### src/rtl/forward_hazard_unit_pkg.sv
// Shared DLX definitions for the forwarding/hazard unit: operand source
// codes and the load-use stall FSM state encoding.
package forward_hazard_unit_pkg;

    localparam logic [1:0] FWD_SEL_REG  = 2'd0;
    localparam logic [1:0] FWD_SEL_MEM  = 2'd1;
    localparam logic [1:0] FWD_SEL_WB   = 2'd2;
    localparam logic [1:0] FWD_SEL_HIST = 2'd3;

    localparam int          STALL_CNT_W     = 3;
    localparam logic [15:0] STALL_COUNT_MAX = 16'hFFFF;

    typedef enum logic {
        ST_IDLE  = 1'b0,
        ST_STALL = 1'b1
    } fsm_state_t;

endpackage

### src/rtl/forward_hazard_unit_fwd_port_mux.sv
// Priority operand select for one EX port: MEM, then WB, then retired-write
// history (newest first), falling back to the register-file value.
module fwd_port_mux
    import forward_hazard_unit_pkg::*;
#(
    parameter int DATA_WIDTH     = 32,
    parameter int REG_ADDR_WIDTH = 5,
    parameter int HIST_DEPTH     = 2,
    parameter bit ZERO_REG_EN    = 1'b1
) (
    input  logic [DATA_WIDTH-1:0]                     rf_data,
    input  logic [REG_ADDR_WIDTH-1:0]                 addr,
    input  logic [DATA_WIDTH-1:0]                     mem_data,
    input  logic [REG_ADDR_WIDTH-1:0]                 mem_addr,
    input  logic                                      mem_wr_ena,
    input  logic [DATA_WIDTH-1:0]                     wb_data,
    input  logic [REG_ADDR_WIDTH-1:0]                 wb_addr,
    input  logic                                      wb_wr_ena,
    input  logic [HIST_DEPTH-1:0][REG_ADDR_WIDTH-1:0] hist_addr,
    input  logic [HIST_DEPTH-1:0][DATA_WIDTH-1:0]     hist_data,
    input  logic [HIST_DEPTH-1:0]                     hist_valid,
    output logic [DATA_WIDTH-1:0]                     data,
    output logic [1:0]                                sel
);

    always_comb begin
        data = rf_data;
        sel  = FWD_SEL_REG;
        if (!(ZERO_REG_EN && addr == '0)) begin
            if (mem_wr_ena && mem_addr == addr) begin
                data = mem_data;
                sel  = FWD_SEL_MEM;
            end else if (wb_wr_ena && wb_addr == addr) begin
                data = wb_data;
                sel  = FWD_SEL_WB;
            end else begin
                // Walk oldest to newest so the newest matching entry wins.
                for (int i = HIST_DEPTH - 1; i >= 0; i--) begin
                    if (hist_valid[i] && hist_addr[i] == addr) begin
                        data = hist_data[i];
                        sel  = FWD_SEL_HIST;
                    end
                end
            end
        end
    end

endmodule

### src/rtl/forward_hazard_unit.sv
// Operand forwarding with a short retired-write history, plus load-use
// hazard detection that freezes IF/ID and bubbles ID/EX for LOAD_LATENCY cycles.
module forward_hazard_unit
    import forward_hazard_unit_pkg::*;
#(
    parameter int DATA_WIDTH     = 32,
    parameter int REG_ADDR_WIDTH = 5,
    parameter int NUM_PORTS      = 2,
    parameter int HIST_DEPTH     = 2,
    parameter int LOAD_LATENCY   = 1,
    parameter bit ZERO_REG_EN    = 1'b1
) (
    input  logic                                clk,
    input  logic                                rst,
    input  logic [NUM_PORTS*DATA_WIDTH-1:0]     ex_data_in,
    input  logic [NUM_PORTS*REG_ADDR_WIDTH-1:0] ex_addr_in,
    input  logic [NUM_PORTS*REG_ADDR_WIDTH-1:0] id_addr_in,
    input  logic [NUM_PORTS-1:0]                id_rd_ena_in,
    input  logic [REG_ADDR_WIDTH-1:0]           id_ex_reg_addr_in,
    input  logic                                id_ex_reg_wr_ena_in,
    input  logic                                id_ex_is_load_in,
    input  logic [DATA_WIDTH-1:0]               ex_mem_data_in,
    input  logic [REG_ADDR_WIDTH-1:0]           ex_mem_reg_addr_in,
    input  logic                                ex_mem_reg_wr_ena_in,
    input  logic [DATA_WIDTH-1:0]               wb_reg_data_in,
    input  logic [REG_ADDR_WIDTH-1:0]           wb_reg_addr_in,
    input  logic                                wb_reg_wr_ena_in,
    output logic [NUM_PORTS*DATA_WIDTH-1:0]     ex_data_out,
    output logic [NUM_PORTS*2-1:0]              fwd_sel_out,
    output logic                                stall_out,
    output logic                                flush_ex_out,
    output logic [15:0]                         stall_count_out
);

    logic [HIST_DEPTH-1:0][REG_ADDR_WIDTH-1:0] hist_addr;
    logic [HIST_DEPTH-1:0][DATA_WIDTH-1:0]     hist_data;
    logic [HIST_DEPTH-1:0]                     hist_valid;
    logic                                      hist_push;

    fsm_state_t             state;
    logic [STALL_CNT_W-1:0] cnt;
    logic                   load_use;

    assign hist_push = wb_reg_wr_ena_in && !(ZERO_REG_EN && wb_reg_addr_in == '0);

    // History payload carries no reset; only the valid bits are cleared.
    always_ff @(posedge clk) begin
        if (hist_push) begin
            for (int i = HIST_DEPTH - 1; i > 0; i--) begin
                hist_addr[i] <= hist_addr[i-1];
                hist_data[i] <= hist_data[i-1];
            end
            hist_addr[0] <= wb_reg_addr_in;
            hist_data[0] <= wb_reg_data_in;
        end
    end

    for (genvar g = 0; g < HIST_DEPTH; g++) begin : g_hist_valid
        if (g == 0) begin : g_head
            always_ff @(posedge clk) begin
                if (rst)            hist_valid[0] <= 1'b0;
                else if (hist_push) hist_valid[0] <= 1'b1;
            end
        end else begin : g_tail
            always_ff @(posedge clk) begin
                if (rst)            hist_valid[g] <= 1'b0;
                else if (hist_push) hist_valid[g] <= hist_valid[g-1];
            end
        end
    end

    for (genvar p = 0; p < NUM_PORTS; p++) begin : g_port
        fwd_port_mux #(
            .DATA_WIDTH    (DATA_WIDTH),
            .REG_ADDR_WIDTH(REG_ADDR_WIDTH),
            .HIST_DEPTH    (HIST_DEPTH),
            .ZERO_REG_EN   (ZERO_REG_EN)
        ) u_mux (
            .rf_data   (ex_data_in[p*DATA_WIDTH +: DATA_WIDTH]),
            .addr      (ex_addr_in[p*REG_ADDR_WIDTH +: REG_ADDR_WIDTH]),
            .mem_data  (ex_mem_data_in),
            .mem_addr  (ex_mem_reg_addr_in),
            .mem_wr_ena(ex_mem_reg_wr_ena_in),
            .wb_data   (wb_reg_data_in),
            .wb_addr   (wb_reg_addr_in),
            .wb_wr_ena (wb_reg_wr_ena_in),
            .hist_addr (hist_addr),
            .hist_data (hist_data),
            .hist_valid(hist_valid),
            .data      (ex_data_out[p*DATA_WIDTH +: DATA_WIDTH]),
            .sel       (fwd_sel_out[p*2 +: 2])
        );
    end

    always_comb begin
        load_use = 1'b0;
        if (id_ex_is_load_in && id_ex_reg_wr_ena_in && id_ex_reg_addr_in != '0) begin
            for (int p = 0; p < NUM_PORTS; p++) begin
                if (id_rd_ena_in[p] && id_addr_in[p*REG_ADDR_WIDTH +: REG_ADDR_WIDTH] == id_ex_reg_addr_in)
                    load_use = 1'b1;
            end
        end
    end

    // The detect cycle itself is the first stall cycle; STALL covers the rest.
    assign stall_out    = !rst && (state == ST_STALL || load_use);
    assign flush_ex_out = stall_out;

    always_ff @(posedge clk) begin
        if (rst) begin
            state <= ST_IDLE;
            cnt   <= '0;
        end else begin
            case (state)
                ST_IDLE: begin
                    if (load_use && LOAD_LATENCY > 1) begin
                        cnt   <= STALL_CNT_W'(LOAD_LATENCY - 1);
                        state <= ST_STALL;
                    end
                end
                ST_STALL: begin
                    cnt <= cnt - 1'b1;
                    if (cnt == STALL_CNT_W'(1)) state <= ST_IDLE;
                end
                default: state <= ST_IDLE;
            endcase
        end
    end

    always_ff @(posedge clk) begin
        if (rst)
            stall_count_out <= '0;
        else if (stall_out && stall_count_out != STALL_COUNT_MAX)
            stall_count_out <= stall_count_out + 16'd1;
    end

endmodule

### config.mk
export PLATFORM = sky130hd
export DESIGN_NAME = forward_hazard_unit
export DESIGN_NICKNAME = d
export VERILOG_FILES = /design/src/rtl/forward_hazard_unit_pkg.sv /design/src/rtl/forward_hazard_unit_fwd_port_mux.sv /design/src/rtl/forward_hazard_unit.sv
export SDC_FILE = /design/constraint.sdc
export NUM_CORES = 1
export LEC_CHECK = 0
export CELL_PAD_IN_SITES_DETAIL_PLACEMENT = 0
export CELL_PAD_IN_SITES_GLOBAL_PLACEMENT = 1
export CORE_MARGIN = 2
export CORE_UTILIZATION = 35
export CTS_CLUSTER_SIZE = 30
export DETAILED_ROUTE_END_ITERATION = 8
export PLACE_DENSITY_LB_ADDON = 0.1
export SLEW_MARGIN = 5
export SYNTH_ARGS = -nofsm -noshare
export SYNTH_HDL_FRONTEND = slang
export SYNTH_SLANG_ARGS = --single-unit
### constraint.sdc
create_clock -name clk -period 3.6 [get_ports clk]
set_input_delay 0.72 -clock clk [delete_from_list [all_inputs] [get_ports clk]]
set_output_delay 0.72 -clock clk [all_outputs]
set_load 0.01 [all_outputs]
* Word level (Yosys, flattened, before mapping)
Index checks and enable logic that the tools add are counted.
Word-level totals: logic and storage cells 71, register bits 96
Operators by class: eq/ne operators 12, reduce and logical (&&, ||, !) cells 23, bitwise logic cells 1, add/subtract/negate cells 2, mux-type cells 24
Operator list (count):
- 32-bit 2-to-1 mux | 10
- 5-bit == test | 10
- 2-bit 2-to-1 mux | 10
- 16-bit by 1-bit adder with 16-bit output, second input constant | 1
- 16-bit inequality test, second input constant | 1
- 1-bit logical AND | 15
- 5-bit logical NOT | 3
- 5-bit nonzero test | 1
- 1-bit 2-to-1 mux | 4
- 3-bit by 1-bit == test with 1-bit output, second input constant | 1
- 3-bit by 1-bit subtractor with 3-bit output, second input constant | 1
- 1-bit logical NOT | 2
- 2-bit OR reduction | 1
- 1-bit logical OR | 1
- 1-bit NOT | 1

* Longest topological paths before layout
word-level depth 8, depth in mapped cells 9

* Hierarchy
Synthesis repeated with hierarchy kept, for this count alone.
Second synthesis, totals: cells, all modules 846, area total of the unflattened synthesis 8232.9 sq um
By module, submodules not included:
- fwd_port_mux | seq. area each 0.0 sq um, area an instance 2389.8 sq um, cells each 313, instances 2
- forward_hazard_unit | seq. area each 2662.6 sq um, area an instance 3453.3 sq um, cells each 220, instances 1

* Least setup slack after synthesis
OpenSTA, ideal clock, no wires.
kind input-to-output, start input ex_addr_in[7], end output ex_data_out[35], cell stages on the path 7, setup slack 592 ps, arrival 2288 ps, cell sequence buf_2 > xor2_1 > nor4_1 > nand3_2 > buf_8 > mux2i_1 > a211oi_1
On the way: longest elaborated chain between the ends 7, elaborated cells between the ends (all ways) 14, those cells by class eq/ne (4); mux (5); reduce/logical (5)
RTL lines:
- from (decl) | line forward_hazard_unit.sv:16 | input logic [NUM_PORTS*REG_ADDR_WIDTH-1:0] ex_addr_in,
- 5-bit == test | line forward_hazard_unit_fwd_port_mux.sv:39 | if (hist_valid[i] && hist_addr[i] == addr) begin
- 1-bit logical AND | line forward_hazard_unit_fwd_port_mux.sv:39
- 32-bit 2-to-1 mux (2 in a row) | line forward_hazard_unit_fwd_port_mux.sv:39
- 32-bit 2-to-1 mux | line forward_hazard_unit_fwd_port_mux.sv:33 | end else if (wb_wr_ena && wb_addr == addr) begin
- 32-bit 2-to-1 mux | line forward_hazard_unit_fwd_port_mux.sv:30 | if (mem_wr_ena && mem_addr == addr) begin
- 32-bit 2-to-1 mux * | line forward_hazard_unit_fwd_port_mux.sv:29 | if (!(ZERO_REG_EN && addr == '0)) begin
- to (decl) | line forward_hazard_unit.sv:28 | output logic [NUM_PORTS*DATA_WIDTH-1:0] ex_data_out,
Mark *: on every way between the ends. The rest lies on a longest branch, timed or not.

* Final worst setup path
start input wb_reg_addr_in[0], end output ex_data_out[31]
On the way: longest elaborated chain between the ends 5
RTL lines:
- from (decl) | line forward_hazard_unit.sv:26 | input logic [REG_ADDR_WIDTH-1:0] wb_reg_addr_in,
- 5-bit == test | line forward_hazard_unit_fwd_port_mux.sv:33
- 1-bit logical AND | line forward_hazard_unit_fwd_port_mux.sv:33
- 32-bit 2-to-1 mux | line forward_hazard_unit_fwd_port_mux.sv:33
- 32-bit 2-to-1 mux | line forward_hazard_unit_fwd_port_mux.sv:30
- 32-bit 2-to-1 mux | line forward_hazard_unit_fwd_port_mux.sv:29
No other way between the ends.

==> impl_metrics.py <==
metrics = {
    "status": {
        "status": "finished clean",
    },
    "placement": {
        "hpwl_mm": 18.3,
        "pre_cts_slack_ps": -671,
        "placed_cells": 1193,
        "port_buffers": 256,
        "gp_congestion": 0.911,
    },
    "synthesis": {
        "synthAdderAreaFrac_pct": 0.528,
        "ys_ff_latch": 96,
        "yosys-top-cells-area": "edfxtp_1 31%, mux2i_1 9.4%, a221oi_2 6.3%",
        "async_reset_ff_share_pct": 0,
        "synth.net_count": 844,
        "synth_ff_type": "edfxtp_1",
        "synth_area_um2": 7110,
        "ys_types": 51,
        "syn-instance-count": 670,
        "synth_compound_area_share_pct": 18.9,
        "synth_mux_area_share_pct": 19.4,
        "synth_most_common_cell": "nor2_1",
        "synth_top_family_by_area": "multiplexers",
        "synth-simple-area-share_pct": 10.3,
        "yosys_warnings": 0,
        "yosysTopAreaCellShare_pct": 31.3,
        "synth-edff-count": 74,
        "synthTopCellsByCount": "80 x nor2_1, 74 x edfxtp_1, 67 x mux2i_1",
        "synth_area_per_cell_um2": 10.6,
        "synth-xor-area-share_pct": 7.01,
        "ys_seq_area_share_pct": 37.5,
        "yosysTopAreaCell": "edfxtp_1",
    },
    "timing": {
        "finalClockSkew_ps": 8.23,
        "fmax_ghz": 0.287,
        "rsz0062_at_grt": "no",
        "finalSetupViolCount": 0,
        "setup_slack_ps": 121,
        "report.final.slew_viol_count": 0,
        "slew_headroom_pct": 64.0,
        "min_period_over_period_pct": 96.7,
        "max_slew.worst_pin.slew_ps": 535,
        "fin_crit_ps": 3480,
        "hold_viol_final": 0,
        "hold_slack_ps": 478,
    },
    "worst_hold_path": {
        "min_path_cells": 2,
        "hp-start": "cnt[2]$_SDFFE_PP0P_",
        "whs_endpoint": "state$_SDFF_PP0_",
        "hp-class": "flop to flop",
    },
    "floorplan": {
        "row_count": 52,
        "core_area_um2": 20100,
        "die_w_um": 147,
        "start_util_pct": 35.4,
        "fp.dieH_um": 147,
        "die-area_um2": 21500,
        "ios": 257,
    },
    "power": {
        "power_density_nw_per_um2": 280,
        "ir_drop_uv": 218,
        "total_power_mw": 2.99,
        "leakage_nw": 4.33,
    },
    "clock_tree": {
        "tritoncts": "done",
        "cts_buffers": 9,
        "cts-htree-levels": 3,
        "clock-sinks": 96,
        "hold_buffers": 0,
        "root_buffer": "clkbuf_16",
        "clk_pin_slew_ps": 70,
        "clk_path_buf_depth": 2,
        "clock_latency_ps": 350,
    },
    "global_routing": {
        "grt_pass1_wl_mm": 40.2,
        "antenna_found_initial": 0,
        "grtUsageTotal_pct": 23.8,
        "grt_max_degree": 39,
        "grt_pass1_vias": 7111,
        "overflow": 0,
    },
    "routing": {
        "vias": 6771,
        "routedWlPerCell_um": 21.3,
        "drc": 0,
        "drt_iter0_markers": 335,
        "wl_mm": 26.2,
        "via_per_inst": 5.51,
        "dr.pass1.iters": 5,
        "postRouteAntennaNets": 0,
    },
    "setup_path": {
        "worst_setup_path_start_kind": "input pin",
        "path_class": "input pin to output port",
        "r2r-end": "stall_count_out[14]$_SDFFE_PP0P_",
        "r2r_cells": 7,
        "r2r_start": "stall_count_out[0]$_SDFFE_PP0P_",
        "path_max_fanout": 11,
        "r2r_slack_ps": 1390,
        "worst_setup_path_end_kind": "output port",
        "arrival_ps": 2760,
        "required_ps": 2880,
    },
    "final_layout": {
        "drive_gt1_share_pct": 28.8,
        "antenna_cells": 0,
        "final_cells": 1229,
        "area_growth_pct": 50.4,
        "final_net_count": 1128,
    },
    "job": {
        "drv_cap": 0,
    },
}
-- logic make-up after synthesis --
kind of cell	count (synthesis)
AO/OA/AOI/OAI	163
XOR/XNOR	56
adder cells (fa/ha/maj)	3
multiplexers	130
buffers and inverters	68
flip-flops	96
AND/OR/NAND/NOR	154
-- sequential cells by signal, indices dropped and copies added, names as in the netlist --
register / flops
cnt: 3
hist_addr: 10
hist_data: 64
state: 1
hist_valid: 2
stall_count_out: 16
-- cell type report --
cell class                      count  area (um2)
Fill cell                        1797        9420
Multi-Input combinational cell    506        4220
Timing Repair Buffer              331        3150
Sequential cell                    96        2660
Tap cell                          270         338
Clock buffer                       13         262
Inverter                           10        38.8
Clock inverter                      3        16.3
-- cell usage in the layout, fill, tap and decap left out, types with 4 or more instances in the layout --
cell             count
xor2_1              35
clkdlybuf4s50_1    169
or4_1                4
o22ai_2             13
dlymetal6s2s_1       4
o21ai_0              9
a211oi_2            17
nor2_1              78
nand2_1             19
o22ai_1             51
dfxtp_1             22
clkdlybuf4s15_2      8
nand4_1              5
or3_1                6
dlygate4sd2_1        9
nor4_1               4
nand3_2              4
nor4_2               5
mux2_1              31
buf_6                7
nand3_1             10
clkbuf_2            16
clkbuf_16           11
buf_2               47
xnor2_1             20
a221oi_2            31
a21oi_1             13
mux2i_1             66
a211oi_1            16
inv_1                8
buf_4               46
buf_12              18
edfxtp_1            74
mux2_2              32
-- worst max-delay path by stage --
stage	start	end	slack, ps	depth (start not counted)
floorplan	ex_addr_in[7]	ex_data_out[35]	590	7
global placement	ex_addr_in[3]	ex_data_out[25]	-720	8
detailed placement	ex_addr_in[3]	ex_data_out[28]	-670	8
CTS	wb_reg_addr_in[0]	ex_data_out[14]	-80	10
global route	ex_addr_in[8]	ex_data_out[43]	4	9
finish	wb_reg_addr_in[0]	ex_data_out[31]	120	10
-- critical path, cell delays in order --
cell and delay (ps):
clkdlybuf4s50_1 440, xor2_1 180, nor4_2 190, nand3_2 180, buf_4 170, nand2b_4 180, buf_12 170, o22ai_1 180
a221oi_2 90, clkdlybuf4s15_2 240
-- routing by layer --
metal | vias up | part of all wire [%] | global-route usage, %
li1 | 3151 | - | -
met1 | 3328 | 42 | 29.6
met2 | 248 | 48 | 40.1
met3 | 44 | 7.8 | 6.22
met4 | 0 | 2.3 | 8.54
met5 | - | 0 | 0
-- repair_timing --
action / CTS / global route
resized for setup: 286 / 57
endpoints found under the hold margin: 0 / 0
gates cloned: 3 / 1
endpoints found under the setup margin: 68 / 67
pin swaps: 14 / 14
setup buffers: 15 / 1
-- metrics by stage --
| step | utilization (%) | cell area [um2] | TNS, ps |
|---|---|---|---|
| after floorplan | - | 7110 | 0 |
| after global routing | 53.2 | 10700 | 0 |
| after global placement | 50.7 | 10200 | -39230 |
| after CTS | 53.1 | 10700 | -731 |
| after detailed placement | 50.7 | 10200 | -37400 |
| final | 53.2 | 10700 | 0 |
-- where the power goes --
| group | leakage (nW) | total, mW | internal, mW | switching, mW |
|---|---|---|---|---|
| combinational | 3.29 | 0.742 | 0.404 | 0.338 |
| sequential | 0.900 | 1.32 | 1.28 | 0.0449 |
| clock | 0.139 | 0.926 | 0.510 | 0.416 |
| total | 4.33 | 2.99 | 2.19 | 0.798 |
No activity file was read; power rests on OpenSTA's default activity.
